<file path="config.mk">
export PLATFORM = sky130hd
export DESIGN_NAME = sdb_frame_tx
export DESIGN_NICKNAME = d
export VERILOG_FILES = /design/src/rtl/sdb_frame_tx.sv
export SDC_FILE = /design/constraint.sdc
export NUM_CORES = 2
export LEC_CHECK = 0
export BUFFER_PORTS_ARGS = -buffer_cell sky130_fd_sc_hd__buf_2
export CORE_ASPECT_RATIO = 0.5
export CORE_MARGIN = 8
export CORE_UTILIZATION = 36
export CTS_CLUSTER_DIAMETER = 40
export DETAILED_ROUTE_END_ITERATION = 8
export PLACE_DENSITY = 0.46
export SYNTH_ARGS = -nofsm -noshare
export SYNTH_HDL_FRONTEND = slang
export SYNTH_SLANG_ARGS = --single-unit
</file>
<file path="constraint.sdc">
create_clock -name clk -period 3.4 [get_ports clk]
set_input_delay 0.34 -clock clk [delete_from_list [all_inputs] [get_ports clk]]
set_output_delay 0.34 -clock clk [all_outputs]
set_load 0.1 [all_outputs]
</file>
<file path="src/rtl/sdb_frame_tx.sv">
// sdb_frame_tx: 16-bit SFP transmit word generator.
// LSB lane carries the event stream: periodic K28.5 comma, periodic beacon and host event codes.
// MSB lane alternates between the distributed-bus byte (phase 0) and segmented-data-buffer
// frame bytes (phase 1). Frames are read from an internal payload RAM.
module sdb_frame_tx #(
  parameter int         SEG_BYTES     = 16,
  parameter int         NUM_SEG       = 16,
  parameter int         COMMA_PERIOD  = 4,
  parameter int         BEACON_PERIOD = 7,
  parameter logic [7:0] BEACON_CODE   = 8'h7E,
  localparam int        AW            = $clog2(NUM_SEG * SEG_BYTES),
  localparam int        SW            = $clog2(NUM_SEG)
) (
  input  logic          clk,
  input  logic          rst,
  input  logic          link_ready,
  input  logic [7:0]    dbus,
  input  logic          evt_valid,
  input  logic [7:0]    evt_code,
  output logic          evt_ready,
  input  logic          wr_en,
  input  logic [AW-1:0] wr_addr,
  input  logic [7:0]    wr_data,
  input  logic          seg_valid,
  input  logic [SW-1:0] seg_idx,
  output logic          seg_ready,
  output logic          busy,
  output logic [15:0]   tx_data,
  output logic [1:0]    tx_is_k
);

  localparam int DEPTH = NUM_SEG * SEG_BYTES;
  localparam int CW    = $clog2(COMMA_PERIOD);
  localparam int BW    = $clog2(BEACON_PERIOD);
  localparam int NW    = $clog2(SEG_BYTES + 1);

  typedef enum logic [2:0] {
    S_IDLE,
    S_START,
    S_ADDR,
    S_DATA,
    S_STOP,
    S_CHK_H,
    S_CHK_L
  } state_t;

  state_t        state;
  logic          phase;
  logic [CW-1:0] cnt_c;
  logic [BW-1:0] cnt_b;
  logic          arm_ok;
  logic [SW-1:0] seg_q;
  logic [NW-1:0] byte_n;
  logic [15:0]   csum;
  logic [7:0]    rd_q;
  logic [AW-1:0] rd_addr;
  logic [7:0]    ram [DEPTH];

  logic          link_on;
  logic          comma_slot;
  logic          beacon_slot;
  logic          seg_accept;
  logic [7:0]    lsb_nxt;
  logic          lsbk_nxt;
  logic [7:0]    msb_nxt;
  logic          msbk_nxt;

  assign link_on     = link_ready & ~rst;
  assign comma_slot  = (cnt_c == '0);
  assign beacon_slot = (cnt_b == '0);
  assign evt_ready   = link_on & ~comma_slot & ~beacon_slot;
  assign seg_ready   = link_on & (state == S_IDLE);
  assign seg_accept  = seg_valid & seg_ready;
  assign rd_addr     = AW'(int'(seg_q) * SEG_BYTES + int'(byte_n));

  // Payload RAM: byte write port plus registered read; a same-address write returns old data.
  always_ff @(posedge clk) begin
    if (wr_en && int'(wr_addr) < DEPTH) ram[wr_addr] <= wr_data;
    rd_q <= ram[rd_addr];
  end

  // Next lane contents: event priority on the LSB lane, dbus/frame byte on the MSB lane.
  always_comb begin
    lsb_nxt  = '0;
    lsbk_nxt = 1'b0;
    msb_nxt  = '0;
    msbk_nxt = 1'b0;
    if (comma_slot) begin
      lsb_nxt  = 8'hBC;
      lsbk_nxt = 1'b1;
    end else if (beacon_slot) begin
      lsb_nxt = BEACON_CODE;
    end else if (evt_valid) begin
      lsb_nxt = evt_code;
    end
    if (!phase) begin
      msb_nxt = dbus;
    end else begin
      case (state)
        S_START: begin
          // START is held back one segment slot if the request was accepted too recently.
          if (arm_ok) begin
            msb_nxt  = 8'h5C;
            msbk_nxt = 1'b1;
          end
        end
        S_ADDR:  msb_nxt = 8'(seg_q);
        S_DATA:  msb_nxt = rd_q;
        S_STOP: begin
          msb_nxt  = 8'h3C;
          msbk_nxt = 1'b1;
        end
        S_CHK_H: msb_nxt = ~csum[15:8];
        S_CHK_L: msb_nxt = ~csum[7:0];
        default: msb_nxt = '0;
      endcase
    end
  end

  // Slot sequencing, frame FSM (advances on segment slots) and registered outputs.
  always_ff @(posedge clk) begin
    if (rst || !link_ready) begin
      state   <= S_IDLE;
      phase   <= 1'b0;
      cnt_c   <= '0;
      cnt_b   <= '0;
      arm_ok  <= 1'b0;
      seg_q   <= '0;
      byte_n  <= '0;
      csum    <= '0;
      busy    <= 1'b0;
      tx_data <= '0;
      tx_is_k <= '0;
    end else begin
      phase   <= ~phase;
      cnt_c   <= (cnt_c == CW'(COMMA_PERIOD - 1)) ? '0 : cnt_c + 1'b1;
      cnt_b   <= (cnt_b == BW'(BEACON_PERIOD - 1)) ? '0 : cnt_b + 1'b1;
      tx_data <= {msb_nxt, lsb_nxt};
      tx_is_k <= {msbk_nxt, lsbk_nxt};
      busy    <= seg_accept | (state != S_IDLE);
      if (state == S_START) arm_ok <= 1'b1;
      if (seg_accept) begin
        seg_q  <= seg_idx;
        state  <= S_START;
        arm_ok <= 1'b0;
      end
      if (phase) begin
        case (state)
          S_START: if (arm_ok) state <= S_ADDR;
          S_ADDR: begin
            csum   <= 16'(seg_q);
            byte_n <= '0;
            state  <= S_DATA;
          end
          S_DATA: begin
            csum <= csum + 16'(rd_q);
            if (byte_n == NW'(SEG_BYTES - 1)) state <= S_STOP;
            else byte_n <= byte_n + 1'b1;
          end
          S_STOP:  state <= S_CHK_H;
          S_CHK_H: state <= S_CHK_L;
          S_CHK_L: state <= S_IDLE;
          default: ;
        endcase
      end
    end
  end

endmodule

</file>
==> results by group <==
Critical path
  • Critical path type: register to register
  • CP endpoint kind: register
  • CP startpoint kind: register
  • Worst-path maximum fanout: 28
  • WP data arrival: 4.16 ns
  • Req. time, crit path: between 4 and 5 ns

Placement
  • Placed cell areas: around 0.090 mm^2
  • IO Port Bufs: 62
  • Placer Congestion: roughly 0.87
  • Pre-CTS WS: -0.500 ns
  • Hpwl dp: ~160,000 um

STA
  • Slew Limit Headroom: 7.71%
  • Period minus WS final: approximately 3.5 ns
  • RSZ-0062 raised after global routing: yes
  • Clock skew: approximately 0.039 ns
  • Tcrit/Tclk final: 102%
  • Measured slew at the worst slew-check pin: 1.37 ns
  • Peak Freq: 287 MHz
  • Slew Viols, Final: 0
  • Final WS setup: -0.0840 ns
  • Hold Fails Final Rpt: 0
  • Setup Viol. Count Final: 1

Final layout
  • Synthesis-to-layout area growth: 18.5%
  • Area of the multi-input gates: roughly 0.019 mm^2
  • Share of cells above drive strength 1: between 20% and 30%
  • Commonest non-fill, non-tap cells in the layout: edfxtp_1 (2,048), buf_4 (490), mux4_2 (452), nor2_1 (330), clkbuf_16 (223)
  • Most common cell after layout, fill and taps aside: edfxtp_1
  • Post-layout net count: approximately 4,800
  • FILL cells: 19,900
  • Register Area: between 0.06 and 0.07 mm^2
  • Post-route cell area: a little under 0.1 mm^2

Floorplan
  • Die area: 0.246 mm^2
  • Die height: about 350 um
  • Ports: 63
  • Die X: a little under 700 um
  • Row Count: approximately 120
  • Core Footprint: roughly 0.23 mm^2
  • Initial Util: about 36%

Pwr
  • P_int: around 42,000 uW
  • P_sw: ~11,000 uW
  • Clk pwr share: between 40% and 50%
  • Max VDD drop: a little under 0.5 mV
  • Sw Share: a little over a fifth
  • Power per cell area: 548 mW/mm^2
  • Part of the power in combinational logic: approximately 2.2%
  • Flop pwr share: 53.5%
  • Lkg Pwr: between 0.03 and 0.04 uW

Clocking
  • Clk_lat worst skew: 0.86 ns
  • Clock Pin Slew Worst Setup and Hold Paths: 0.07 ns
  • Clock sink total: between 2,000 and 2,500
  • CTS tree: yes
  • CTS root buf: clkbuf_16
  • Num CTS Buffers: approximately 220
  • CTS H-tree lvls: 4
  • CTS Buffer Depth: 4

Logic synthesis
  • Post-synth EDFFs: between 2,000 and 2,500
  • Mapped Area: approximately 0.082 mm^2
  • Avg Cell Area, Syn: between 20 and 25 um^2
  • Seq cells post-synth: roughly 2,100
  • Mapped Nets: around 4,200
  • Ys flop type: edfxtp_1
  • Cells after Synth: ~4,000
  • Asr flop ratio synth: 0%
  • Sequential area share after synthesis: around three quarters
  • Netlist cell types: 72
  • Syn. warnings: 0

Route
  • DRC errors left: 0
  • Per-cell routed wire length: about 32 um
  • Total wire length: roughly 250,000 um
  • Via density: approximately 5.6
  • Drt pass-1 iters: 5
  • Vias: approximately 44,000
  • 1st-iter DRT viols: slightly above 5,000
  • Detail Route Antenna Nets: 0

GRT
  • Initial antenna violation count: 20
  • Grt total ovfl: 0
  • Overall Global Routing Usage: between 20% and 30%
  • Largest net degree at the start of global routing: between 100 and 150
  • First-pass GRT wire length: around 350,000 um
  • Number of global-route vias before repair: around 44,000

Run
  • Max_cap viols: 0

Worst hold path
  • Hold crit path type: input pin to register

Run status
  • Status: complete, but fails checks
  • Failing checks: negative setup slack
state kept, by name, summed over array words and instances (netlist names):
name and flops:
ram 2048, csum 16, tx_data 16, rd_q 8
byte_n 5, seg_q 4, cnt_b 3, state 3
cnt_c 2, tx_is_k 2, arm_ok 1, busy 1
phase 1
cells in the mapped netlist, drive strengths merged (14+ instances only):
cell    instances  share of area, %
inv            14             0.064
clkbuf        117              0.54
a31oi          15              0.11
o21ai          52              0.32
nand2         134              0.61
a211oi         36              0.33
a21oi          67              0.41
o221ai         20              0.21
o22ai          49              0.37
nor2          333               1.5
edfxtp       2048                75
a22oi          82              0.75
dfxtp          62               1.5
mux4          470                13
mux2i         141               1.7
a221oi         20              0.22
a22o           20              0.21
nor2b          23              0.17
xnor2          16              0.17
nand4          24              0.18
buf           135               1.1
nand3          60              0.36
ha             17              0.26
kinds of logic after synthesis:
kind of cell	synth area share [%]
compound gates	3.52
xor+xnor	0.191
fa+ha+maj	0.282
buf+inv	1.72
flops	76.1
mux	14.8
simple gates	3.40
worst max-delay path, stage by stage (launching register included):
cell	delay, ns
dfxtp_4	0.48
buf_12	0.26
buf_4	0.30
mux4_2	0.56
mux4_2	0.51
o311ai_2	1.01
o32ai_1	0.16
power groups by stage:
stage	combinational, uW	clock [uW]	sequential [uW]
3_3_place_gp	1100	0	29200
5_1_grt	1250	25200	28600
2_1_floorplan	240	0	29200
4_1_cts	1180	24200	28600
6_report	1180	23700	28600
3_5_place_dp	1140	0	29200
cell type report:
cell class / instances / share of cell area, %
diodes: 6 / 0.0154
clock buffers: 262 / 5.87
clock inverters: 127 / 1.24
inverters: 14 / 0.0564
multi-input cells: 1721 / 18.9
flip-flops and latches: 2110 / 64.2
well taps: 3024 / 3.87
repair buffers: 651 / 5.76
repair_timing:
action | 4_1_cts | 5_1_grt
gates resized for setup | 11 | 12
endpoints found under the hold margin | 107 | 0
buffers inserted | 0 | 1
pin swaps | 1 | 2
hold buffers | 41 | 0
endpoints found under the setup margin | 7 | 7
layer usage:
layer / up-vias / GRT usage, % / part of all wire [%]
met5: - / 0 / 0.0067
met4: 4 / 4.24 / 2.1
met3: 306 / 5.03 / 8.5
met2: 1738 / 30.3 / 44
met1: 23700 / 29.5 / 45
li1: 18200 / - / -
worst paths after layout:
check	from	to	slack, ns	depth (start not counted)
worst min register to register	cnt_c[0]$_SDFF_PP0_	cnt_c[0]$_SDFF_PP0_	0.45	1
worst max register to register	byte_n[0]$_SDFFE_PP0P_	rd_q[7]$_DFF_P_	-0.08	6
worst min-delay path	wr_data[1]	ram[160][1]$_DFFE_PP_	0.06	1
worst max-delay path	byte_n[0]$_SDFFE_PP0P_	rd_q[7]$_DFF_P_	-0.08	6
per-stage QoR:
| step | std cells | total power [uW] | hold slack, ns | util [%] | setup TNS [ns] |
|---|---|---|---|---|---|
| detailed placement | 7478 | 30300 | 0.446 | 39.5 | -1.41 |
| global placement | 7478 | 30300 | 0.440 | 39.5 | -1.62 |
| global route | 7911 | 55100 | 0.0451 | 42.8 | -0.126 |
| CTS | 7908 | 54000 | 0.0164 | 42.8 | 0 |
| floorplan | 4097 | 29500 | 0.429 | - | 0 |
| finish | 7915 | 53500 | 0.0621 | 42.8 | -0.0840 |
(Power assumes the default switching activity.)
